==> config.mk <==
export PLATFORM = sky130hd
export DESIGN_NAME = serial_adder
export DESIGN_NICKNAME = d
export VERILOG_FILES = /design/src/rtl/serial_adder.sv
export SDC_FILE = /design/constraint.sdc
export NUM_CORES = 1
export LEC_CHECK = 0
export CORE_ASPECT_RATIO = 0.9
export CORE_UTILIZATION = 25
export DETAILED_ROUTE_END_ITERATION = 10
export PLACE_DENSITY_LB_ADDON = 0.25
export SYNTH_ARGS = -nofsm -noshare
export SYNTH_HDL_FRONTEND = slang
export SYNTH_SLANG_ARGS = --single-unit
==> constraint.sdc <==
create_clock -name clk -period 4.47 [get_ports clk]
set_input_delay 0.894 -clock clk [delete_from_list [all_inputs] [get_ports clk]]
set_output_delay 0.894 -clock clk [all_outputs]
set_load 0.1 [all_outputs]
==> src/rtl/serial_adder.sv <==
// serial_adder: bit-serial ripple adder.
// Loads two WIDTH-bit operands and a carry-in, then adds one bit per clock
// through a single full-adder cell, LSB first, with a carry flip-flop.
// {cout,sum} = a + b + cin, produced WIDTH clocks after the accepting edge.
//
// Parameters:
//   WIDTH  operand/result width in bits (>= 1), default 8
// Ports:
//   clk    rising-edge clock
//   rst    asynchronous active-high reset
//   start  request, sampled only in IDLE
//   a, b   operands, sampled on the accepting edge
//   cin    carry-in, sampled on the accepting edge
//   busy   high while in SHIFT and DONE
//   done   one-cycle pulse, result valid
//   sum    result, held until the next completion
//   cout   final carry, held with sum
//   ovf    two's-complement overflow, held with sum
//          (present only when SERIAL_ADDER_OVF_EN is defined)
module serial_adder #(
  parameter int WIDTH = 8
) (
  input  logic             clk,
  input  logic             rst,
  input  logic             start,
  input  logic [WIDTH-1:0] a,
  input  logic [WIDTH-1:0] b,
  input  logic             cin,
  output logic             busy,
  output logic             done,
  output logic [WIDTH-1:0] sum,
  output logic             cout
`ifdef SERIAL_ADDER_OVF_EN
  ,
  output logic             ovf
`endif
);

  localparam int CW = (WIDTH > 1) ? $clog2(WIDTH) : 1;
  localparam logic [CW-1:0] LAST = CW'(WIDTH - 1);

  typedef enum logic [1:0] {IDLE, SHIFT, DONE} state_t;

  state_t           state;
  logic [WIDTH-1:0] sa, sb, sr, sr_next;
  logic             carry;
  logic [CW-1:0]    cnt;
  logic             fa_s, fa_c;

  // Single full-adder cell plus the next value of the result shifter, so the
  // completion edge can publish the result including the bit computed on it.
  always_comb begin
    fa_s             = sa[0] ^ sb[0] ^ carry;
    fa_c             = (sa[0] & sb[0]) | (carry & (sa[0] ^ sb[0]));
    sr_next          = sr >> 1;
    sr_next[WIDTH-1] = fa_s;
  end

  always_ff @(posedge clk or posedge rst) begin
    if (rst) begin
      state <= IDLE;
      busy  <= 1'b0;
      done  <= 1'b0;
      sum   <= '0;
      cout  <= 1'b0;
`ifdef SERIAL_ADDER_OVF_EN
      ovf   <= 1'b0;
`endif
      sa    <= '0;
      sb    <= '0;
      sr    <= '0;
      carry <= 1'b0;
      cnt   <= '0;
    end else begin
      case (state)
        IDLE: begin
          if (start) begin
            sa    <= a;
            sb    <= b;
            carry <= cin;
            cnt   <= '0;
            busy  <= 1'b1;
            state <= SHIFT;
          end
        end
        SHIFT: begin
          sr    <= sr_next;
          carry <= fa_c;
          sa    <= sa >> 1;
          sb    <= sb >> 1;
          if (cnt == LAST) begin
            sum   <= sr_next;
            cout  <= fa_c;
`ifdef SERIAL_ADDER_OVF_EN
            // carry currently holds the carry into the MSB cell
            ovf   <= carry ^ fa_c;
`endif
            done  <= 1'b1;
            state <= DONE;
          end else begin
            // held on the last bit so the counter never wraps
            cnt <= cnt + CW'(1);
          end
        end
        DONE: begin
          done  <= 1'b0;
          busy  <= 1'b0;
          state <= IDLE;
        end
        default: state <= IDLE;
      endcase
    end
  end

endmodule

# Word level (Yosys, flattened, before mapping)
# Index checks and enable logic that the tools add are counted.
totals:
  inputBits: 20
  register_bits: 41
op_classes:
  bitwise_logic: 5
  muxes: 16
  reduce_logical: 10
  n_addsub: 1
  eq_ne: 6
op_table:
  columns: ["op", "count"]
  rows:
  - ["8-bit case mux with 2 select lines", 2]
  - ["8-bit 2-to-1 mux", 2]
  - ["2-bit AND reduction", 5]
  - ["3-bit 2-to-1 mux", 2]
  - ["2-bit inequality test (second input constant)", 3]
  - ["1-bit case mux with 2 select lines", 3]
  - ["3-bit case mux with 2 select lines", 1]
  - ["2-bit nonzero test", 3]
  - ["2-bit 2-to-1 mux", 2]
  - ["2-bit case mux with 2 select lines", 1]
  - ["3-bit by 1-bit adder with 3-bit output (second input constant)", 1]
  - ["3-bit == test (second input constant)", 1]
  - ["1-bit 2-to-1 mux", 3]
  - ["3-bit AND reduction", 1]
  - ["1-bit bitwise AND", 2]
  - ["2-bit by 1-bit == test with 1-bit output (second input constant)", 1]
  - ["2-bit == test (second input constant)", 1]
  - ["2-bit zero test", 1]
  - ["1-bit XOR", 2]
  - ["1-bit bitwise OR", 1]

# Longest topological paths before layout
# Gate-level depths: netlist of the first run.
logic_depth:
  ltp_word: 4
  ltp_mapped: 5
  mapped_depth_nobuf: 4

# Worst setup path before layout of the first run
# OpenSTA, ideal clock, no wires.
synth_path:
  path_type: "register -> output"
  from: "register done"
  to: "output done"
  t_arrival_ps: 912
  path_slack_ps: 2664
  stages_incl_launch_ff: 1
  required_time_ps: 3576
  path_cell_list: "dfrtp_1"
synth_rtl:
  columns: ["item", "line", "source"]
  rows:
  - ["start: declaration", "30", "output logic done,"]
  - ["start signal: assignment", "63", "done <= 1'b0;"]
  - ["start signal: assignment", "98", "done <= 1'b1;"]
  - ["start signal: assignment", "106", "done <= 1'b0;"]
# No word-level cell between the ends.

# Worst setup path in the final report of the first run
layout_path:
  from: "register done"
  to: "output done"
# No word-level cell between the ends.

==> results of run 1 <==
[Yosys cell counts, types with 3 or more instances]
library cell,count,area share (%)
nor4b_2,11,8.0
a221oi_2,13,9.5
nor2_1,13,2.4
a211o_1,3,1.3
inv_1,17,3.1
dfrtp_1,40,49
buf_2,7,1.7
mux2_1,7,3.8
mux2_4,9,6.6
and3_1,3,0.91
nor4b_1,5,2.1
buf_6,5,2.7
[logic make-up after synthesis]
kind of cell / after synthesis / synth area share [%]
DFF: 40 / 48.5
and+or+nand+nor: 39 / 16.1
buffers and inverters: 32 / 8.25
AOI/OAI and AO/OA: 25 / 14.5
muxes: 16 / 10.4
adders and majority gates: 3 / 2.18
[metal layers]
metal / wire [um] / track usage, % / share of wire [%] / vias up
li1: - / - / - / 616
met1: 2030 / 14.4 / 53 / 594
met2: 1630 / 14.0 / 42 / 20
met3: 157 / 2.55 / 4.1 / 5
met4: 42 / 3.72 / 1.1 / 0
met5: 0 / 0 / 0 / -
[how the worst max path moves through the flow]
stage | startpoint | to | slack (ns) | cells after the start
2_1_floorplan | rst | busy | 2.66 | 1
3_3_place_gp | start | sa[5] | 1.75 | 3
3_5_place_dp | start | sa[4] | 1.73 | 3
4_1_cts | cout | cout | 1.74 | 1
5_1_grt | done | done | 1.71 | 1
6_report | done | done | 1.77 | 1
[power groups by stage]
stage	logic [mW]	registers, mW	clock network [mW]
after CTS	0.987	0.677	0.319
after global routing	1.06	0.702	0.331
after global placement	0.973	0.684	0
final	0.975	0.675	0.308
after detailed placement	0.985	0.683	0
after floorplan	0.538	0.954	0
[registers in the layout, summed over array words and instances, names as in the netlist]
name   count
cout       1
sb         8
busy       1
state      2
sum        8
sr         7
carry      1
cnt        3
sa         8
done       1
[stage by stage]
step	power (mW)	utilization (%)	cell area (um2)	hold slack (ns)	setup slack, ns
2_1_floorplan	1.49	-	2060	0.458	2.66
3_3_place_gp	1.66	29.9	2400	0.480	1.75
3_5_place_dp	1.67	29.9	2400	0.485	1.73
4_1_cts	1.98	31.3	2510	0.507	1.74
5_1_grt	2.09	31.3	2510	0.534	1.71
6_report	1.96	31.3	2510	0.505	1.77
[cell type report]
type | count | area share, %
clock buffers | 5 | 2.74
clock inverters | 3 | 1.84
inverters | 18 | 2.69
multi-input cells | 83 | 35.4
flip-flops and latches | 40 | 39.9
well taps | 99 | 4.93
repair buffers | 32 | 12.5
[cell usage in the layout, fill, tap and decap left out, types with 3 or more instances in the layout]
cell | Yosys | layout
dfrtp_1 | 40 | 39
and3_1 | 3 | 3
clkbuf_8 | 0 | 5
clkdlybuf4s50_1 | 0 | 30
mux2_1 | 7 | 7
a211o_1 | 3 | 3
nor2_1 | 13 | 13
nor4b_2 | 11 | 11
inv_1 | 17 | 17
a221oi_2 | 13 | 13
nor4b_1 | 5 | 5
mux2_4 | 9 | 9
==> flow_summary.yaml, run 1 <==
synthesis:
  yosysSeqAreaShare_pct: 48.5
  async_reset_ff_share_pct: 100
  synth_nets: 178
  syn_area_per_cell_um2: 13.3
  syn_inst: 155
  yosys_warnings: 0
  ys.flop_type: "dfrtp_1"
  yosys_register_bits: 40
  ys_types: 28
  syn_area_um2: 2060
  synth_edf_count: 0
sta:
  final_hold_viol_count: 0
  slew-limit-headroom_pct: 32.0
  timing.setup.tns_ns: 0
  min_period_over_period_pct: 60.5
  finalSetupViolCount: 0
  final.min_clock_period_ns: 2.70
  worstMarginPinSlew_ns: 1.02
  drv_slew: 0
  rsz0062_at_grt: "no"
  fmax_ghz: 0.370
  finClkSkew_ns: 0.00616
clocking:
  cts_setup_buffers: 0
  worst_skew_pair.late_latency_ns: 0.30
  cts_sinks: 40
  hold_buffers: 0
  cts_made_buffers: 5
  root_buffer: "clkbuf_8"
  clk_pin_slew_worst_paths_ns: 0.08
  ctsHtreeMaxLevel: 2
  clock_path_buffers: 2
  cts_resized: 0
  cts_tree: "built"
critical_path:
  crit_family: "buffers and inverters"
  arrival_ns: 1.81
  critPathCaptureType: "primary output"
  worstPathRequired_ns: 3.58
  worstRegToRegCells: 2
  slowest_delay_ns: 1.14
  reg2reg_from: "state[0]"
  cp_max_fo: 3
  critPathKind: "flip-flop to primary output"
  cp_slowest_cell: "clkdlybuf4s50_1"
  worst-path-buf-inv: 1
  rr_endpoint: "sum[0]"
  path_cells: "clkdlybuf4s50_1"
  startpoint_type: "flip-flop"
  r2r_slack_ns: 2.05
min_path:
  holdCritStartpoint: "sr[1]"
  hold_end: "sr[1]"
  hp-class: "flip-flop to flip-flop"
  holdPathStages: 1
cells_and_area:
  instances_no_fill: 280
  num-fill-cells: 815
  syn_to_final_growth_pct: 22.0
  nNetsFinal: 203
  regArea_um2: 1000
  n_antenna_cell: 0
  drive_gt1_share_pct: 26.0
  multi_input_area_um2: 891
floorplanning:
  io_pins: 31
  row_count: 31
  initial_core_util_pct: 25.7
  die_height_um: 88.2
  core-area_um2: 8030
  die_x_um: 97.7
  dieArea_um2: 8620
grt:
  grt_pass1_wl_um: 6620
  grt_pass1_vias: 1311
  grt_usage_pct: 9.88
  antenna_found_initial: 0
  grt_max_degree: 44
  grt_overflow_total: 0
detailed_routing:
  wl_per_cell_um: 13.8
  drt-vias-per-instance: 4.41
  routed_wl_um: 3870
  drt-initial-drc-count: 36
  antenna_left: 0
  vias: 1235
  drc: 2
  dr.pass1.iters: 7
pwr:
  clkPwrFrac_pct: 15.7
  seqPwrFrac_pct: 34.5
  p_int_mw: 1.08
  ir_worst_vdd_mv: 0.188
  pwr-share-comb_pct: 49.8
  power.static_leakage_nw: 1.07
  p_per_area_nw_per_um2: 779
  swShare_pct: 44.6
  p_sw_mw: 0.874
placement:
  routabilityCongestion: 0.671
  hpwl_um: 2370
  io_buffers: 30
  dp_cells: 272
status:
  status: "finished with violations"
  violations: "DRC"
flow_run:
  max_cap_violations: 0
No activity file was read; power rests on OpenSTA's default activity.
==> inputs of run 2 (changes only) <==
- clock period: 4.47 -> 2.8 ns (I/O delays scaled with it)
==> flow_summary.yaml, run 2 (synthesis gave the netlist of run 1 again) <==
detailed_routing:
  vias: 1252
  drt-vias-per-instance: 4.41
  drc: 2
  drt-initial-drc-count: 54
  routed_wl_um: 3780
  dr.pass1.iters: 7
  antenna_left: 0
  wl_per_cell_um: 13.3
pwr:
  power.static_leakage_nw: 1.10
  p_per_area_nw_per_um2: 1230
  ir_worst_vdd_mv: 0.386
grt:
  grt_pass1_vias: 1314
  grt_overflow_total: 0
  grt_usage_pct: 9.82
  antenna_found_initial: 0
  grt_max_degree: 27
  grt_pass1_wl_um: 6600
cells_and_area:
  regArea_um2: 1000
  num-fill-cells: 820
  n_antenna_cell: 0
  drive_gt1_share_pct: 33.5
  multi_input_area_um2: 891
  largestRegisters: "sa x8, sb x8, sum x8"
  final_common_cell: "dfrtp_1"
  nNetsFinal: 207
  final_util_pct: 31.5
  most-common-layout-cells: "39 x dfrtp_1, 19 x clkdlybuf4s50_1, 17 x inv_1"
  syn_to_final_growth_pct: 22.7
clocking:
  cts_made_buffers: 5
  cts_sinks: 40
  cts_tree: "built"
  cts_setup_buffers: 0
  hold_buffers: 0
  root_buffer: "clkbuf_8"
  cts_resized: 0
  clock_path_buffers: 2
  ctsHtreeMaxLevel: 2
  clk_pin_slew_worst_paths_ns: 0.09
  worst_skew_pair.late_latency_ns: 0.30
sta:
  worstMarginPinSlew_ns: 0.779
  min_period_over_period_pct: 71.1
  slew-limit-headroom_pct: 48.0
  timing.setup.tns_ns: 0
  final_hold_viol_count: 0
  finClkSkew_ns: 0.0102
  final.min_clock_period_ns: 1.99
  finalSetupViolCount: 0
  rsz0062_at_grt: "no"
  fmax_ghz: 0.502
  drv_slew: 0
critical_path:
  critPathKind: "flip-flop to flip-flop"
  critPathCaptureType: "flip-flop"
  startpoint_type: "flip-flop"
  worstRegToRegCells: 4
  worstSetupEndpoint: "sum[1]"
  cp-startpoint: "cnt[0]"
  worstPathRequired_ns: 2.99
  r2r_slack_ns: 0.81
  arrival_ns: 2.18
  rr_endpoint: "sum[1]"
  cp_max_fo: 10
  reg2reg_from: "cnt[0]"
placement:
  routabilityCongestion: 0.689
  io_buffers: 30
  hpwl_um: 2490
min_path:
  holdPathStages: 1
  hp-class: "flip-flop to flip-flop"
floorplanning:
  core-area_um2: 8030
  die_x_um: 97.7
  row_count: 31
  die_height_um: 88.2
  initial_core_util_pct: 25.7
  io_pins: 31
  dieArea_um2: 8620
status:
  status: "finished with violations"
  violations: "DRC"
flow_run:
  max_cap_violations: 0
==> run 2: per-layer routing <==
| layer | wire, um | vias to the layer above | GRT usage [%] | part of all wire [%] |
|---|---|---|---|---|
| li1 | - | 622 | - | - |
| met2 | 1660 | 19 | 15.0 | 44 |
| met1 | 1890 | 606 | 13.0 | 50 |
| met5 | 0 | - | 0 | 0 |
| met3 | 177 | 5 | 3.27 | 4.7 |
| met4 | 57 | 0 | 3.72 | 1.5 |
==> run 2: worst max-delay path, stage by stage, from the launching register on <==
cell and delay (ns):
dfrtp_1 0.39, ha_1 0.16, ha_1 0.31, nand3b_1 0.54, mux2_4 0.49
==> run 2: area by class of cell <==
| type | count | area share, % |
|---|---|---|
| repair buffers | 36 | 13.1 |
| clock buffers | 5 | 2.72 |
| inverters | 18 | 2.67 |
| clock inverters | 3 | 1.83 |
| multi-input cells | 83 | 35.2 |
| well taps | 99 | 4.90 |
| flip-flops and latches | 40 | 39.6 |
==> run 2: worst min path at each step <==
stage | start | slack [ns] | to
floorplan | sr[1] | 0.46 | sr[1]
global placement | sr[1] | 0.47 | sr[1]
detailed placement | sr[1] | 0.48 | sr[1]
CTS | sr[1] | 0.50 | sum[0]
global route | sr[1] | 0.51 | sum[0]
finish | sr[1] | 0.49 | sum[0]
==> run 2: per-stage QoR <==
step | setup WS [ns] | hold WS (ns) | cell area [um2] | power (mW) | cells
floorplan | 1.28 | 0.458 | 2060 | 2.38 | 155
global placement | 0.789 | 0.474 | 2410 | 2.64 | 276
CTS | 0.782 | 0.501 | 2530 | 3.16 | 284
global route | 0.658 | 0.512 | 2530 | 3.31 | 284
detailed placement | 0.786 | 0.484 | 2410 | 2.66 | 276
finish | 0.809 | 0.490 | 2530 | 3.11 | 284
==> run 2: report_power, final <==
part           switching (mW)  internal [mW]
Clock                   0.216          0.269
Combinational           0.979          0.599
Sequential              0.193          0.853
Total                    1.39           1.72
